`src/rtl/i2c_pkg.sv`:
```
// Shared encodings for the I2C bit-level master.
// Command opcodes, controller states and quarter index.
package i2c_pkg;

  typedef enum logic [1:0] {
    I2C_START = 2'b00,
    I2C_WRITE = 2'b01,
    I2C_READ  = 2'b10,
    I2C_STOP  = 2'b11
  } i2c_op_e;

  typedef enum logic [2:0] {
    S_IDLE,
    S_START,
    S_BIT,
    S_ACK,
    S_STOP,
    S_DONE
  } i2c_state_e;

  typedef logic [1:0] quarter_t;

endpackage

```
`src/rtl/i2c_bit_controller_if.sv`:
```
// Command/response port of the I2C bit controller.
// master = host side, slave = controller side.
interface i2c_bit_controller_if;
  logic       cmd_valid;
  logic       cmd_ready;
  logic [1:0] cmd_op;
  logic [7:0] cmd_data;
  logic       cmd_nack;
  logic       rsp_valid;
  logic [7:0] rsp_data;
  logic       rsp_nack;

  modport master (
    output cmd_valid, cmd_op, cmd_data, cmd_nack,
    input  cmd_ready, rsp_valid, rsp_data, rsp_nack
  );

  modport slave (
    input  cmd_valid, cmd_op, cmd_data, cmd_nack,
    output cmd_ready, rsp_valid, rsp_data, rsp_nack
  );
endinterface

```
`src/rtl/i2c_quarter_timer.sv`:
```
// Quarter-period down counter with load and stretch hold.
// quarter_done ticks on the last cycle of each quarter.
module i2c_quarter_timer #(
  parameter int QUARTER = 25
) (
  input  logic clk,
  input  logic rst_,
  input  logic load,
  input  logic hold,
  output logic quarter_done,
  output logic quarter_first
);

  localparam logic [7:0] RELOAD = 8'(QUARTER - 1);

  logic [7:0] cnt;

  always_ff @(posedge clk or negedge rst_) begin
    if (!rst_) begin
      cnt <= RELOAD;
    end else if (load) begin
      cnt <= RELOAD;
    end else if (!hold) begin
      cnt <= (cnt == 8'd0) ? RELOAD : cnt - 8'd1;
    end
  end

  assign quarter_done  = (cnt == 8'd0) && !hold && !load;
  assign quarter_first = (cnt == RELOAD);

endmodule

```
`src/rtl/i2c_bit_controller.sv`:
```
// I2C master sequencer: START/WRITE/READ/STOP commands
// to open-drain SCL/SDA enables with clock stretching.
module i2c_bit_controller
  import i2c_pkg::*;
#(
  parameter int QUARTER = 25
) (
  input  logic                 clk,
  input  logic                 rst_,
  i2c_bit_controller_if.slave  cmd,
  output logic                 busy,
  output logic                 bus_owned,
  output logic                 scl_oe,
  output logic                 sda_oe,
  input  logic                 scl_in,
  input  logic                 sda_in
);

  i2c_state_e state, state_d;
  quarter_t   q, q_d;
  logic [2:0] bitc, bitc_d;
  i2c_op_e    op, op_d;
  logic [7:0] tx, tx_d;
  logic [7:0] rx, rx_d;
  logic       nack, nack_d;
  logic       ack, ack_d;
  logic       own_d;
  logic       scl_d, sda_d;
  logic       idle, load, hold;
  logic       qdone, qfirst, sample;

  assign idle = (state == S_IDLE) || (state == S_DONE);
  assign busy = !idle;

  assign cmd.cmd_ready = idle;
  assign cmd.rsp_valid = (state == S_DONE);
  assign cmd.rsp_data  =
    (state == S_DONE && op == I2C_READ) ? rx : 8'h00;
  assign cmd.rsp_nack  =
    (state == S_DONE) && (op == I2C_WRITE) && ack;

  // Slave may stretch only once we have released SCL in Q2.
  assign hold   = busy && (q == 2'd2) && !scl_oe && !scl_in;
  assign sample = qfirst && (q == 2'd3) &&
                  (state == S_BIT || state == S_ACK);

  i2c_quarter_timer #(.QUARTER(QUARTER)) u_timer (
    .clk           (clk),
    .rst_          (rst_),
    .load          (load),
    .hold          (hold),
    .quarter_done  (qdone),
    .quarter_first (qfirst)
  );

  // {scl_oe, sda_oe} for a given state/quarter.
  function automatic logic [1:0] drive(
    input i2c_state_e s,
    input quarter_t   qq,
    input logic [2:0] b,
    input i2c_op_e    o,
    input logic [7:0] d,
    input logic       nk,
    input logic       own
  );
    logic [1:0] v;
    v = {own, 1'b0};
    unique case (1'b1)
      (s == S_START): begin
        unique case (qq)
          2'd0:    v = {own, 1'b0};
          2'd1:    v = 2'b00;
          2'd2:    v = 2'b01;
          default: v = 2'b11;
        endcase
      end
      (s == S_STOP): begin
        unique case (qq)
          2'd0:    v = 2'b11;
          2'd3:    v = 2'b00;
          default: v = 2'b01;
        endcase
      end
      (s == S_BIT):
        v = {!qq[1], (o == I2C_WRITE) && !d[3'd7 - b]};
      (s == S_ACK):
        v = {!qq[1], (o == I2C_READ) && !nk};
      default: ;
    endcase
    return v;
  endfunction

  always_comb begin
    state_d = state;
    q_d     = q;
    bitc_d  = bitc;
    op_d    = op;
    tx_d    = tx;
    rx_d    = rx;
    nack_d  = nack;
    ack_d   = ack;
    own_d   = bus_owned;
    load    = 1'b0;
    if (idle) begin
      state_d = S_IDLE;
      if (cmd.cmd_valid) begin
        load   = 1'b1;
        q_d    = 2'd0;
        bitc_d = 3'd0;
        op_d   = i2c_op_e'(cmd.cmd_op);
        tx_d   = cmd.cmd_data;
        nack_d = cmd.cmd_nack;
        rx_d   = 8'h00;
        ack_d  = 1'b0;
        unique case (1'b1)
          (cmd.cmd_op == I2C_START): state_d = S_START;
          (cmd.cmd_op == I2C_STOP):  state_d = S_STOP;
          default:                   state_d = S_BIT;
        endcase
      end
    end else begin
      if (sample) begin
        if (state == S_BIT) rx_d = {rx[6:0], sda_in};
        else                ack_d = sda_in;
      end
      if (qdone) begin
        q_d = q + 2'd1;
        if (q == 2'd3) begin
          unique case (1'b1)
            (state == S_BIT): begin
              if (bitc == 3'd7) state_d = S_ACK;
              else              bitc_d  = bitc + 3'd1;
            end
            (state == S_START): begin
              state_d = S_DONE;
              own_d   = 1'b1;
            end
            (state == S_STOP): begin
              state_d = S_DONE;
              own_d   = 1'b0;
            end
            default: state_d = S_DONE;
          endcase
        end
      end
    end
    {scl_d, sda_d} = drive(state_d, q_d, bitc_d, op_d,
                           tx_d, nack_d, own_d);
  end

  always_ff @(posedge clk or negedge rst_) begin
    if (!rst_) begin
      state     <= S_IDLE;
      q         <= 2'd0;
      bitc      <= 3'd0;
      op        <= I2C_START;
      tx        <= 8'h00;
      rx        <= 8'h00;
      nack      <= 1'b0;
      ack       <= 1'b0;
      bus_owned <= 1'b0;
      scl_oe    <= 1'b0;
      sda_oe    <= 1'b0;
    end else begin
      state     <= state_d;
      q         <= q_d;
      bitc      <= bitc_d;
      op        <= op_d;
      tx        <= tx_d;
      rx        <= rx_d;
      nack      <= nack_d;
      ack       <= ack_d;
      bus_owned <= own_d;
      scl_oe    <= scl_d;
      sda_oe    <= sda_d;
    end
  end

endmodule

```
`src/flat_wrapper.sv`:
```
// flat-port wrapper written by rule: the top's interface ports become plain ports
module i2c_bit_controller_flat import i2c_pkg::*;
#(
  parameter int QUARTER = 25
)
  (clk, rst_, busy, bus_owned, scl_oe, sda_oe, scl_in, sda_in, cmd_cmd_valid, cmd_cmd_op, cmd_cmd_data, cmd_cmd_nack, cmd_cmd_ready, cmd_rsp_valid, cmd_rsp_data, cmd_rsp_nack);
  i2c_bit_controller_if cmd_i ();
  input  logic clk;
  input  logic rst_;
  output logic busy;
  output logic bus_owned;
  output logic scl_oe;
  output logic sda_oe;
  input  logic scl_in;
  input  logic sda_in;
  input wire logic [$bits(cmd_i.cmd_valid)-1:0] cmd_cmd_valid;
  input wire logic [$bits(cmd_i.cmd_op)-1:0] cmd_cmd_op;
  input wire logic [$bits(cmd_i.cmd_data)-1:0] cmd_cmd_data;
  input wire logic [$bits(cmd_i.cmd_nack)-1:0] cmd_cmd_nack;
  output wire logic [$bits(cmd_i.cmd_ready)-1:0] cmd_cmd_ready;
  output wire logic [$bits(cmd_i.rsp_valid)-1:0] cmd_rsp_valid;
  output wire logic [$bits(cmd_i.rsp_data)-1:0] cmd_rsp_data;
  output wire logic [$bits(cmd_i.rsp_nack)-1:0] cmd_rsp_nack;
  assign cmd_i.cmd_valid = cmd_cmd_valid;
  assign cmd_i.cmd_op = cmd_cmd_op;
  assign cmd_i.cmd_data = cmd_cmd_data;
  assign cmd_i.cmd_nack = cmd_cmd_nack;
  assign cmd_cmd_ready = cmd_i.cmd_ready;
  assign cmd_rsp_valid = cmd_i.rsp_valid;
  assign cmd_rsp_data = cmd_i.rsp_data;
  assign cmd_rsp_nack = cmd_i.rsp_nack;
  i2c_bit_controller #(.QUARTER(QUARTER)) u_core (.clk(clk), .rst_(rst_), .cmd(cmd_i), .busy(busy), .bus_owned(bus_owned), .scl_oe(scl_oe), .sda_oe(sda_oe), .scl_in(scl_in), .sda_in(sda_in));
endmodule
```
`config.mk`:
```
export PLATFORM = sky130hd
export DESIGN_NAME = i2c_bit_controller_flat
export DESIGN_NICKNAME = d
export VERILOG_FILES = /design/src/rtl/i2c_pkg.sv /design/src/rtl/i2c_bit_controller_if.sv /design/src/rtl/i2c_quarter_timer.sv /design/src/rtl/i2c_bit_controller.sv /design/src/flat_wrapper.sv
export SDC_FILE = /design/constraint.sdc
export NUM_CORES = 1
export LEC_CHECK = 0
export CAP_MARGIN = 20
export CORE_ASPECT_RATIO = 0.9
export CORE_MARGIN = 4
export CORE_UTILIZATION = 59
export DETAILED_ROUTE_END_ITERATION = 6
export PLACE_DENSITY = 0.84
export SETUP_SLACK_MARGIN = 0.4
export SLEW_MARGIN = 20
export SYNTH_ARGS = -nofsm -noshare
export SYNTH_HDL_FRONTEND = slang
export SYNTH_HIERARCHICAL = 1
export SYNTH_SLANG_ARGS = --single-unit
```
`constraint.sdc`:
```
create_clock -name clk -period 8 [get_ports clk]
set_input_delay 0.8 -clock clk [delete_from_list [all_inputs] [get_ports clk]]
set_output_delay 0.8 -clock clk [all_outputs]
set_load 0.01 [all_outputs]
```
==> run metrics, run 1 <==
Worst EP required slightly above 8 ns; global-route wire length before repair 9060 um; status completed; Routed WL per cell 16.5 um; synthesis-to-layout area growth 16.5%; Synth Instances 256; Yosys Warn Count 6; post-cts resize count 0; NumNets Final 307; post-CTS setup buffer count 0; drt drc 0; Hold Path Class flop to flop; TNS Setup 0 ns; EDFF count, synth 0; CTS Hold Bufs 0; crit-path max cell delay 0.87 ns; Worst Path Arrival between 5 and 6 ns; clk slew on worst S/H paths 0.08 ns; Post-synth top cells dfrtp_1, nand2_1, a21oi_1, nor2_1, inv_1; Starting Density 0.630; worst slew pin tran 1.05 ns; Synth top area share 0.386; io pins 31; fmax 209 MHz; Final setup viols 0; Worst setup SP type flop; TritonRoute pass-1 iters 5; largest family of logic cells by synthesized area simple AND/OR/NAND/NOR gates; sequential element share of the synthesized area 0.408; PD cells about 310 mW/mm2; core area around 0.0038 mm2; ant diodes 0; P_leak 1.23 nW; Switching Share 0.399; Synth async-reset ratio 1.00; CTS sink cnt 39; Flop pwr share 0.396; vias between 2000 and 2500; FILL cells ~290; slew margin rel. 0.296; CTS Buf Count 5; largest net degree at the start of global routing 40; Final Skew 0.00670 ns; fin crit period 4.79 ns; DP Wirelength 3810 um; initial drt markers 262; post-synthesis adder-cell area fraction 0.0521; port bufs 30; Worst Path Max Fanout 14; routability cong. 0.854; Max Cap Viol 0; worst skew pair latency approximately 0.30 ns; Net Count, Synth roughly 280; GRT Residual Overflow 0; Setup CP Type flop to flop; Internal Power ~0.52 mW; Pwr Total 0.864 mW; Die Width around 75 um; slowest CP cell nor4_1; unrepaired setup endpoints after global routing false; Synth Area in Compound Gates 0.201; antenna viol nets, final 0; setup slack at placement 3.28 ns; Max Root-Sink Buffers 2; top_reg_cell synth dfrtp_1; CP cell instances xor2_1, nor2_1, nor4b_1, buf_4, or3_2, nor4_1, o21ai_0, o2bb2ai_1, inv_1, ha_1, nand2b_1, mux2_1, a21oi_1, o211a_1; final hold vios 0; synth top area cells dfrtp_1, ha_1, nand2_1, a21oi_1, a22o_1; die area a little over 0.005 mm2; via density per instance around 6.2; Yosys reg bits 39; final worst-path cycle share 0.599; Max VDD drop approximately 0.22 mV; top-count cell post-synth dfrtp_1; Worst Setup End Kind flop; die extent in y 68.5 um; hold depth 2; Netlist Area Pre-Place 0.00240 mm2; PnR worst setup slack 3.21 ns; mux cell area share after synthesis 0.0527; r2r worst-path depth 14; Unique masters post-synth 64; Synth area leader dfrtp_1; initial antenna violation count 0; row count 21; Post-Synth XOR/XNOR Area 0.0146; Total Wirelength 5410 um; CTS root buffer clkbuf_8; Clk network pwr share 0.192; GRT Total Usage 0.234; Comb pwr share 0.411; layout cell share with drive strength beyond 1 0.106; syn_area_per_cell 9.37 um2; Simple-Gate Fraction of Synth Area 0.213; CTS tree done; H-tree levels 2; vias in the first global route between 1500 and 2000; Slew Viols, Final 0; Switch Pwr between 0.3 and 0.4 mW
-- sequential cells by signal (all words and copies together), names as in the netlist --
| register | cells |
|---|---|
| u_core/ack | 1 |
| u_core/state | 3 |
| u_core/tx | 8 |
| u_core/sda_oe | 1 |
| u_core/u_timer/cnt | 8 |
| u_core/nack | 1 |
| u_core/scl_oe | 1 |
| u_core/bitc | 3 |
| u_core/op | 2 |
| u_core/q | 2 |
| u_core/rx | 8 |
| u_core/bus_owned | 1 |
-- worst paths after layout --
path | slack, ns | from | endpoint
min reg2reg | 0.48 | u_core/nack$_DFF_PN0_ | u_core/nack$_DFF_PN0_
max reg2reg | 3.21 | u_core/state[2]$_DFF_PN0_ | u_core/scl_oe$_DFF_PN0_
max in group asynchronous | 6.84 | rst_ | u_core/u_timer/cnt[1]$_DFFE_PN0P_
max | 3.21 | u_core/state[2]$_DFF_PN0_ | u_core/scl_oe$_DFF_PN0_
min in group asynchronous | 0.61 | rst_ | u_core/rx[3]$_DFFE_PN0P_
min | 0.48 | u_core/nack$_DFF_PN0_ | u_core/nack$_DFF_PN0_
-- per-stage QoR --
| step | util | area [um2] | hold slack (ns) | cells |
|---|---|---|---|---|
| after global routing | 0.734 | 2800 | 0.514 | 328 |
| after CTS | 0.734 | 2800 | 0.475 | 328 |
| after detailed placement | 0.704 | 2680 | 0.456 | 320 |
| after floorplan | - | 2400 | 0.434 | 256 |
| final | 0.734 | 2800 | 0.480 | 328 |
| after global placement | 0.704 | 2680 | 0.454 | 320 |
-- layout make-up --
class	instances	area, um2	area share
well taps	46	57.6	0.0206
clock inverters	3	43.8	0.0157
repair buffers	31	303	0.108
flip-flops and latches	39	978	0.350
inverters	17	66.3	0.0237
clock buffers	5	68.8	0.0246
multi-input cells	187	1280	0.457
-- placed cells by master (no fill, tap or decap), types with 3 or more instances in the layout --
cell / count
clkdlybuf4s50_1: 29
clkbuf_8: 5
xnor2_1: 3
dfrtp_1: 37
nor4_1: 4
a21oi_1: 18
mux2i_1: 4
a22o_1: 9
nor2_1: 17
nand2_1: 27
nor3_1: 10
o21ai_0: 9
o31ai_1: 3
o41ai_1: 3
and2_1: 8
mux2_2: 4
ha_1: 10
nand3_1: 5
inv_1: 16
-- layer usage --
layer / up-vias / share of wire / track usage
met1: 956 / 0.48 / 0.337
met3: 8 / 0.068 / 0.0478
met2: 91 / 0.44 / 0.357
li1: 981 / - / -
met4: 0 / 0.012 / 0.0677
met5: - / 0 / 0
-- power groups by stage --
stage / combinational, mW / sequential [mW] / clock [mW]
2_1_floorplan: 0.300 / 0.305 / 0
3_3_place_gp: 0.340 / 0.341 / 0
3_5_place_dp: 0.351 / 0.343 / 0
4_1_cts: 0.354 / 0.340 / 0.169
5_1_grt: 0.395 / 0.354 / 0.181
6_report: 0.355 / 0.342 / 0.166
-- cell families after synthesis --
logic type / after synthesis
fa+ha+maj: 10
flops: 39
simple gates: 96
compound gates: 66
mux: 11
buf+inv: 30
xor+xnor: 4
-- critical path, delay by kind of cell, from the launching register on --
family / cells / cell delay (ns)
and+or+nand+nor: 5 / 1.90
DFF: 1 / 0.66
adders and majority gates: 1 / 0.20
xor gates and xnor gates: 1 / 0.25
muxes: 1 / 0.31
AOI/OAI and AO/OA: 4 / 1.10
buffers and inverters: 2 / 0.31
(Power assumes the default switching activity.)
==> run 2: changes to the inputs <==
--- a/config.mk
+++ b/config.mk
@@ -8,9 +8,9 @@
 export CAP_MARGIN = 20
 export CORE_ASPECT_RATIO = 0.9
 export CORE_MARGIN = 4
-export CORE_UTILIZATION = 59
+export CORE_UTILIZATION = 50
 export DETAILED_ROUTE_END_ITERATION = 6
-export PLACE_DENSITY = 0.84
+export PLACE_DENSITY = 0.76
 export SETUP_SLACK_MARGIN = 0.4
 export SLEW_MARGIN = 20
 export SYNTH_ARGS = -nofsm -noshare
==> constraint.sdc (replaced) <==
create_clock -name clk -period 4.4 [get_ports clk]
set_input_delay 0.44 -clock clk [delete_from_list [all_inputs] [get_ports clk]]
set_output_delay 0.44 -clock clk [all_outputs]
set_load 0.01 [all_outputs]
==> run 2 against run 1 <==
  * Register-to-register slack got worse by 2.6 ns
  * Via count rose by 0.29%
  * Worst setup slack got worse by 2.6 ns
  * Clock power rose by 81%
  * Clock skew fell by 0.0023 ns
  * Largest cell class unchanged
  * Combinational power rose by 84%
  * Final cell count rose by 5.5%
==> run metrics, run 2 (synthesized netlist as in run 1, its figures left out) <==
via density per instance between 5 and 6; ant diodes 0; fin util 0.623; row count 23; clk slew on worst S/H paths roughly 0.080 ns; RR Startpoint u_core/state[2]$_DFF_PN0_; core area 0.00455 mm2; Die Width 81.0 um; area occupied by multi-input gates around 0.0013 mm2; NumNets Final 309; largest net degree at the start of global routing 40; CTS root buffer clkbuf_8; GRT Total Usage 0.198; initial drt markers roughly 190; most frequent cells in the layout dfrtp_1, clkdlybuf4s50_1, nand2_1; FF+latch area 978 um2; GRT Residual Overflow 0; vias in the first global route 1872; flop2flop setup slack 0.62 ns; Worst setup SP type flop; Final Skew 0.00438 ns; CTS Buf Count 5; vias 2042; Worst Setup End Kind flop; drt drc 0; hold slack between 0.2 and 0.25 ns; Largest regs u_core/rx: 8 flops, u_core/tx: 8 flops, u_core/u_timer/cnt: 8 flops; layout cell share with drive strength beyond 1 0.113; Starting Density 0.528; TNS Setup 0 ns; TritonRoute pass-1 iters 5; Post-DP Area 0.00272 mm2; PD cells 555 mW/mm2; die extent in y 73.7 um; CTS tree done; Max Root-Sink Buffers 2; Hold Path Class input pin to async pin; Max VDD drop around 0.29 mV; io pins 31; initial antenna violation count 0; commonest non-fill, non-tap cell in the layout dfrtp_1; Max Cap Viol 0; synthesis-to-layout area growth 18.0%; Routed WL per cell 15.8 um; CTS sink cnt 39; Worst EP required 4.58 ns; slew margin rel. 0.438; fmax between 200 and 300 MHz; final hold vios 0; post-cts resize count 0; DP Wirelength 3850 um; Worst Path Arrival 3.96 ns; P_leak 1.24 nW; status completed; global-route wire length before repair 9090 um; Final setup viols 0; worst skew pair latency 0.29 ns; final worst-path cycle share 0.859; Worst Path Max Fanout 14; design area 0.00283 mm2; H-tree levels 2; routability cong. 0.876; fin crit period 3.78 ns; R2R Path End u_core/sda_oe$_DFF_PN0_; antenna viol nets, final 0; Setup CP Type flop to flop; CTS Hold Bufs 0; r2r worst-path depth 13; die area 0.00597 mm2; unrepaired setup endpoints after global routing false; post-CTS setup buffer count 0; Slew Viols, Final 0; FILL cells between 400 and 500; port bufs 30; Total Wirelength approximately 5500 um; worst slew pin tran ~0.84 ns
[run 2: worst max-delay path, cell delays in order, from the launching register on]
cell	delay [ns]
dfrtp_1	0.62
xor2_1	0.24
nor2_1	0.29
nor4b_1	0.10
or3_2	0.47
nor4_1	0.24
buf_4	0.20
nand3_1	0.20
nor3_1	0.32
nand2_1	0.16
or3_1	0.38
o21ai_0	0.12
a31oi_1	0.12
a31o_1	0.19
[run 2: metal layers]
metal,GRT usage,share of wire,up-vias
met2,0.298,0.45,86
met1,0.283,0.48,964
li1,-,-,984
met5,0,0,-
met3,0.0453,0.062,8
met4,0.0582,0.013,0
[run 2: layout make-up]
cell class | instances | share of cell area
sequential | 39 | 0.346
tap | 62 | 0.0274
inverter | 17 | 0.0234
clock buffer | 5 | 0.0243
timing repair buffer | 33 | 0.112
multi-input combinational | 187 | 0.452
clock inverter | 3 | 0.0155
[run 2: worst max-delay path by stage]
stage,startpoint,to,cells after the start
after floorplan,u_core/state[0]$_DFF_PN0_,u_core/scl_oe$_DFF_PN0_,15
after global placement,u_core/state[2]$_DFF_PN0_,u_core/scl_oe$_DFF_PN0_,15
after detailed placement,u_core/state[2]$_DFF_PN0_,u_core/scl_oe$_DFF_PN0_,15
after CTS,u_core/state[2]$_DFF_PN0_,u_core/sda_oe$_DFF_PN0_,13
after global routing,u_core/state[2]$_DFF_PN0_,u_core/sda_oe$_DFF_PN0_,13
final,u_core/state[2]$_DFF_PN0_,u_core/sda_oe$_DFF_PN0_,13
[run 2: through the flow]
step / power, mW / worst slack (ns) / std cells
final: 1.57 / 0.619 / 346
after global routing: 1.69 / 0.419 / 346
after CTS: 1.57 / 0.706 / 346
after detailed placement: 1.26 / 0.761 / 338
after global placement: 1.25 / 0.894 / 338
after floorplan: 1.10 / 0.878 / 256
[run 2: power by group]
part | switching (mW) | leakage [nW] | internal, mW | total, mW
clock network | 0.131 | 0.0581 | 0.169 | 0.300
logic | 0.352 | 0.691 | 0.300 | 0.652
registers | 0.141 | 0.492 | 0.479 | 0.620
==> run 3: changes to the inputs <==
--- a/config.mk
+++ b/config.mk
@@ -7,10 +7,10 @@
 export LEC_CHECK = 0
 export CAP_MARGIN = 20
 export CORE_ASPECT_RATIO = 0.9
-export CORE_MARGIN = 4
+export CORE_MARGIN = 2
 export CORE_UTILIZATION = 50
 export DETAILED_ROUTE_END_ITERATION = 6
-export PLACE_DENSITY = 0.76
+export PLACE_DENSITY_LB_ADDON = 0.12
 export SETUP_SLACK_MARGIN = 0.4
 export SLEW_MARGIN = 20
 export SYNTH_ARGS = -nofsm -noshare
==> run 3 against run 2 <==
  * Final area about the same
  * Clock power about the same
  * Flip-flop and latch count unchanged
  * Critical endpoint unchanged
  * Highest routed layer unchanged
==> run metrics, run 3 (synthesized netlist as in run 1, its figures left out) <==
layout cell share with drive strength beyond 1 0.120; Setup CP Type flop to flop; H-tree levels 2; r2r worst-path depth 12; Worst setup SP type flop; largest net degree at the start of global routing 40; final hold vios 0; Routed WL per cell 15.2 um; vias between 2000 and 2500; CTS tree done; row count 23; routability cong. 0.862; final worst-path cycle share 0.835; global-route wire length before repair 9130 um; fin crit period 3.67 ns; design area 0.00283 mm2; core area 0.00455 mm2; Max VDD drop ~0.33 mV; fmax roughly 270 MHz; Hold Path Class input pin to async pin; status completed; die extent in y ~70 um; Slew Viols, Final 0; unrepaired setup endpoints after global routing false; Starting Density 0.528; Max Cap Viol 0; CTS Hold Bufs 0; initial antenna violation count 0; Post-DP Area 0.00272 mm2; post-cts resize count 0; crit-path max cell delay 0.50 ns; Die Width around 77 um; setup slack at placement 0.674 ns; Worst Setup End Kind flop; DP Wirelength 3760 um; Worst Path Arrival about 3.9 ns; TNS Setup 0 ns; PD cells about 550 mW/mm2; slowest CP cell dfrtp_2; Max Root-Sink Buffers 2; via density per instance 5.82; vias in the first global route 1862; CTS sink cnt 39; ant diodes 0; Final setup viols 0; worst slew pin tran 0.857 ns; TritonRoute pass-1 iters 4; NumNets Final just over 300; initial drt markers approximately 170; Total Wirelength 5250 um; antenna viol nets, final 0; CTS Buf Count 5; commonest non-fill, non-tap cell in the layout dfrtp_1; CTS root buffer clkbuf_8; port bufs 30; slew margin rel. 0.429; P_leak 1.24 nW; post-CTS setup buffer count 0; io pins 31; Worst Path Max Fanout 13; die area approximately 0.0054 mm2; synthesis-to-layout area growth 18.1%; PnR worst setup slack around 0.73 ns; clk slew on worst S/H paths roughly 0.08 ns; CP cell instances xor2_1, nor2_1, nor4b_1, or3_2, nor4_1, nand3_1, nor3_1, nand2_1, or3_1, o21ai_0, a31oi_1, a31o_1; Final Skew 0.00383 ns; drt drc 0; Worst EP required 4.59 ns; Largest regs u_core/rx: 8 flops, u_core/tx: 8 flops, u_core/u_timer/cnt: 8 flops; GRT Residual Overflow 0; GRT Total Usage 0.211; most frequent cells in the layout dfrtp_1, clkdlybuf4s50_1, nand2_1; worst skew pair latency approximately 0.30 ns
==> run 3: cell counts in the layout (fill, tap and decap cells not counted) <==
Identical to the previous run, type by type.
==> run 3: cell type report <==
class | instances | area (um2)
Inverter | 17 | 66.3
Multi-Input combinational cell | 187 | 1280
Fill cell | 438 | 1710
Timing Repair Buffer | 33 | 318
Tap cell | 62 | 77.6
Clock inverter | 3 | 43.8
Sequential cell | 39 | 981
Clock buffer | 5 | 68.8
==> run 3: per-layer routing <==
metal	up-vias	wire length [um]	track usage
met2	49	2270	0.307
li1	991	-	-
met1	968	2660	0.318
met4	0	65	0.0694
met5	-	0	0
met3	7	250	0.0391
==> run 3: critical path, delay by kind of cell (launching register included) <==
kind,cells,cell delay [ns]
AOI/OAI and AO/OA,3,0.39
xor gates and xnor gates,1,0.24
DFF,1,0.50
and+or+nand+nor,8,2.45
==> run 3: path summary, 6_finish.rpt <==
kind                       slack [ns]                   endpoint                 startpoint
hold / removal                   0.24   u_core/rx[4]$_DFFE_PN0P_                       rst_
setup / recovery                 0.73    u_core/sda_oe$_DFF_PN0_  u_core/state[0]$_DFF_PN0_
setup reg to reg                 0.73    u_core/sda_oe$_DFF_PN0_  u_core/state[0]$_DFF_PN0_
max in group asynchronous        3.55  u_core/state[0]$_DFF_PN0_                       rst_
min in group clk                 0.48      u_core/nack$_DFF_PN0_      u_core/nack$_DFF_PN0_
hold reg to reg                  0.48      u_core/nack$_DFF_PN0_      u_core/nack$_DFF_PN0_
==> run 3: metrics by stage <==
step	power, mW	util	hold slack (ns)	instances
final	1.56	0.623	0.244	346
after floorplan	1.10	-	0.144	256
after global placement	1.25	0.598	0.466	338
after CTS	1.57	0.623	0.279	346
after global routing	1.68	0.623	0.326	346
after detailed placement	1.26	0.598	0.460	338
==> run 3: power breakdown <==
part	leakage [nW]	internal (mW)	switching, mW
Combinational	0.691	0.300	0.341
Sequential	0.490	0.481	0.141
Clock	0.0581	0.169	0.134
Total	1.24	0.949	0.615
